`src/rtl/stack_pkg.sv`:
```
// rtl/stack_pkg.sv - shared op-codes and default sizes for the return and data stacks
package stack_pkg;

    localparam int STACK_WIDTH = 16;
    localparam int STACK_DEPTH = 64;

    localparam logic [1:0] STACK_NOP     = 2'd0;
    localparam logic [1:0] STACK_PUSH    = 2'd1;
    localparam logic [1:0] STACK_REPLACE = 2'd2;
    localparam logic [1:0] STACK_POP     = 2'd3;

endpackage

```
`src/rtl/stack_cell.sv`:
```
// rtl/stack_cell.sv - one stack entry: register with async clear and hold/above/below/w mux
module stack_cell
    import stack_pkg::*;
#(
    parameter int WIDTH = STACK_WIDTH
) (
    input  logic             clk,
    input  logic             rst_n,
    input  logic [1:0]       op,
    input  logic [WIDTH-1:0] above,
    input  logic [WIDTH-1:0] below,
    input  logic [WIDTH-1:0] w,
    output logic [WIDTH-1:0] q
);

    logic [WIDTH-1:0] d;

    always_comb begin
        d = q;
        case (op)
            STACK_PUSH:    d = above;
            STACK_REPLACE: d = w;
            STACK_POP:     d = below;
            default:       d = q;
        endcase
    end

    always_ff @(posedge clk or negedge rst_n) begin
        if (!rst_n) begin
            q <= '0;
        end else begin
            q <= d;
        end
    end

endmodule

```
`src/rtl/return_stack.sv`:
```
// rtl/return_stack.sv - shift-register LIFO return stack, top two entries exposed as a and b
module return_stack
    import stack_pkg::*;
#(
    parameter int WIDTH = STACK_WIDTH,
    parameter int DEPTH = STACK_DEPTH
) (
    input  logic                    CLK,
    input  logic                    reset,
    input  logic [1:0]              stackOP,
    input  logic [WIDTH-1:0]        w,
    output logic signed [WIDTH-1:0] a,
    output logic signed [WIDTH-1:0] b
);

    logic [WIDTH-1:0] entry [DEPTH];

    genvar i;
    generate
        for (i = 0; i < DEPTH; i++) begin : g_cell
            logic [WIDTH-1:0] above;
            logic [WIDTH-1:0] below;
            logic [1:0]       op;

            if (i == 0) begin : g_top
                assign above = w;
                assign op    = stackOP;
            end else begin : g_inner
                assign above = entry[i-1];
                // REPLACE only touches the top entry; every other cell holds
                assign op    = (stackOP == STACK_REPLACE) ? STACK_NOP : stackOP;
            end

            if (i == DEPTH-1) begin : g_bottom
                assign below = '0;
            end else begin : g_upper
                assign below = entry[i+1];
            end

            stack_cell #(.WIDTH(WIDTH)) u_cell (
                .clk   (CLK),
                .rst_n (reset),
                .op    (op),
                .above (above),
                .below (below),
                .w     (w),
                .q     (entry[i])
            );
        end
    endgenerate

    assign a = entry[0];
    assign b = entry[1];

endmodule

```
`config.mk`:
```
export PLATFORM = sky130hd
export DESIGN_NAME = return_stack
export DESIGN_NICKNAME = d
export VERILOG_FILES = /design/src/rtl/stack_pkg.sv /design/src/rtl/stack_cell.sv /design/src/rtl/return_stack.sv
export SDC_FILE = /design/constraint.sdc
export NUM_CORES = 2
export LEC_CHECK = 0
export ABC_AREA = 1
export BUFFER_PORTS_ARGS = -buffer_cell sky130_fd_sc_hd__buf_4
export CORE_ASPECT_RATIO = 0.7
export CORE_MARGIN = 4
export CORE_UTILIZATION = 55
export CTS_CLUSTER_DIAMETER = 60
export CTS_CLUSTER_SIZE = 20
export DETAILED_ROUTE_END_ITERATION = 8
export PLACE_DENSITY = 0.77
export SLEW_MARGIN = 5
export SYNTH_ARGS = -nofsm -noshare
export SYNTH_HDL_FRONTEND = slang
export SYNTH_SLANG_ARGS = --single-unit
```
`constraint.sdc`:
```
create_clock -name CLK -period 1.4 [get_ports CLK]
set_input_delay 0.07 -clock CLK [delete_from_list [all_inputs] [get_ports CLK]]
set_output_delay 0.07 -clock CLK [all_outputs]
set_load 0.1 [all_outputs]
```
==> flow_summary_export.csv <==
group,metric,value,unit
run_status,status,"completed",
pwr,p_per_area,1180,mW/mm2
cts,cts_buffers,59,
yosys,synth_cells,7561,
drt,drtIter0Drc,3007,
critical_path,cp_cell_sequence,"buf_12",
sta,rsz0062_at_grt,"true",
cells_and_area,fin_area,0.0594,mm2
die,io_pins,52,
run,drv_cap,0,
yosys,ys_top_cells_by_area,"dfrtp_1, nand2_1, nand3_1, or2_2, inv_1",
sta,hold_viol_final,0,
sta,finalSetupViolCount,0,
yosys,synth_nets,7581,
die,num_rows,96,
die,start_util,55.5,%
critical_path,required,1330,ps
cells_and_area,drive_gt1_share,15.0,%
sta,fmax,717,MHz
yosys,yosysSeqAreaShare,47.0,%
critical_path,cpLargestDelayFamily,"flip-flops",
cells_and_area,fin_cells,8805,
critical_path,end_kind,"output port",
drt,ant_nets,0,
sta,slew_headroom,60.7,%
yosys,synth_top_cell_by_area,"dfrtp_1",
cells_and_area,mostFrequentLayoutCell,"nand2_1",
cells_and_area,area_growth,9.09,%
place,dp.cells,8674,
pwr,peakVddDrop,0.904,mV
global_routing,grt_max_degree,108,
critical_path,critPathMaxStageDelay,470,ps
global_routing,grt_pass1_wl,187000,um
cts,root_buffer,"clkbuf_16",
cts,clkSinkCount,1024,
cells_and_area,num_antenna_cells,0,
critical_path,path_buf_inv,1,
drt,viasPerCell,4.96,
cells_and_area,largest_reg_flops,1024,
sta,drv_slew,0,
cts,path_clk_slew,90,ps
yosys,yosysTopAreaCellShare,47.0,%
critical_path,startpoint_type,"register",
cts,htreeDepth,2,
sta,fin_crit,1400,ps
critical_path,worst-setup-path-type,"reg2out",
place,gp_congestion,0.761,
yosys,synth_area,0.0545,mm2
cells_and_area,regMostFlops,"g_cell.u_cell.q",
drt,drt-total-wl,105000,um
pwr,p_leak,32.5,nW
die,core,0.0981,mm2
cts,cts_tree,"done",
die,fp.dieW,384,um
sta,finalClockSkew,16.2,ps
sta,finalCritPeriodShare,99.7,%
cts,clockBufferDepth,3,
critical_path,path_max_fanout,4,
yosys,synth_warnings,0,
critical_path,cp_data_arrival_time,1330,ps
min_path,hold_path_class,"in2async",
cells_and_area,top_regs,"g_cell.u_cell.q: 1024 flops",
yosys,synth_cell_types,15,
drt,first_pass_iters,5,
global_routing,antenna_found_initial,1,
yosys,synth.avg_cell_area,7.20,um2
place,port_buffers,51,
place,place_area,0.0569,mm2
die,dieHeight,271,um
global_routing,grt.total_usage,20.2,%
cells_and_area,mostFrequentLayoutCells,"nand2_1, nand3_1, inv_1",
sta,final.setup.tns,0,ps
cells_and_area,num-nets-final,7488,
place,dp_hpwl,65500,um
global_routing,grt_pass1_vias,41400,
die,die-area,0.104,mm2
drt,drc_errors,0,
sta,worst_pin_slew,590,ps
drt,vias,43600,
drt,routedWlPerCell,11.9,um
cts,clk_latency,660,ps
yosys,ys_ff_latch,1024,
global_routing,grt-ovfl-total,0,
critical_path,crit_slowest_cell,"dfrtp_2",
## path summary, 6_finish.rpt
kind                                        startpoint                     end  slack [ps]  cells past startpoint
worst max register to register   g_cell[1].u_cell.q[3]   g_cell[0].u_cell.q[3]         320                      6
worst min register to register  g_cell[63].u_cell.q[7]  g_cell[63].u_cell.q[7]         490                      2
worst max-delay path             g_cell[1].u_cell.q[2]                    b[2]           5                      1
worst min-delay path                             reset  g_cell[47].u_cell.q[6]          50                      3
max in group asynchronous                        reset  g_cell[27].u_cell.q[1]          10                      5
min in group CLK                                 w[12]  g_cell[0].u_cell.q[12]         280                      6
## area by class of cell
type,instances,area (um2)
Fill cell,8505,38700
Sequential cell,1024,25600
Multi-Input combinational cell,5058,22800
Inverter,1026,3870
Timing Repair Buffer,299,3850
Tap cell,1323,1660
Clock buffer,66,1550
Clock inverter,9,92.6
## worst register-to-register path: cells and delay by family, from the launching register on
family | cells | cell delay (ps)
simple gates | 3 | 210
flops | 1 | 440
buf+inv | 3 | 320
## power by group
| group | internal [W] | total (W) | switching [W] | leakage [nW] |
|---|---|---|---|---|
| combinational | 0.00641 | 0.0148 | 0.00842 | 20.2 |
| sequential | 0.0339 | 0.0372 | 0.00333 | 11.5 |
| clock | 0.00805 | 0.0178 | 0.00975 | 0.807 |
| total | 0.0484 | 0.0699 | 0.0215 | 32.5 |
## cells by family after synthesis
logic type,count (synthesis),synth area share [%]
AND/OR/NAND/NOR,5042,41.6
buffers and inverters,1479,11.2
flip-flops,1024,47.0
AO/OA/AOI/OAI,16,0.221
## metrics by stage
step	utilization, %	worst slack (ps)	hold slack (ps)	total power [W]
2_1_floorplan	-	91.2	-226	0.0478
3_3_place_gp	58.0	174	129	0.0512
3_5_place_dp	58.0	166	123	0.0520
4_1_cts	60.5	-29.4	27.2	0.0706
5_1_grt	60.5	-54.0	53.0	0.0745
6_report	60.5	4.74	51.8	0.0699
## timing repair
item                                    CTS  global route
pin swaps                                 0             0
gates resized for setup                 101             3
hold buffers                             21             0
endpoints found under the hold margin  1170             0
setup endpoints to repair                32           166
setup buffers                            29             6
## routing by layer
| metal | part of all wire (%) | GRT usage [%] | wire length (um) | vias to the layer above |
|---|---|---|---|---|
| met5 | 0 | 0 | 0 | - |
| met4 | 1.4 | 3.74 | 1500 | 0 |
| met3 | 2.9 | 2.02 | 3020 | 118 |
| met2 | 47 | 34.6 | 49100 | 541 |
| met1 | 49 | 28.3 | 51100 | 20700 |
| li1 | - | - | - | 22300 |
## cell usage after synthesis, drive strengths merged
library cell,count
or2,961
inv,1026
o211ai,16
nand3,1041
nand2,3040
clkbuf,98
buf,355
dfrtp,1024
Power figures use the tool's default switching activity.
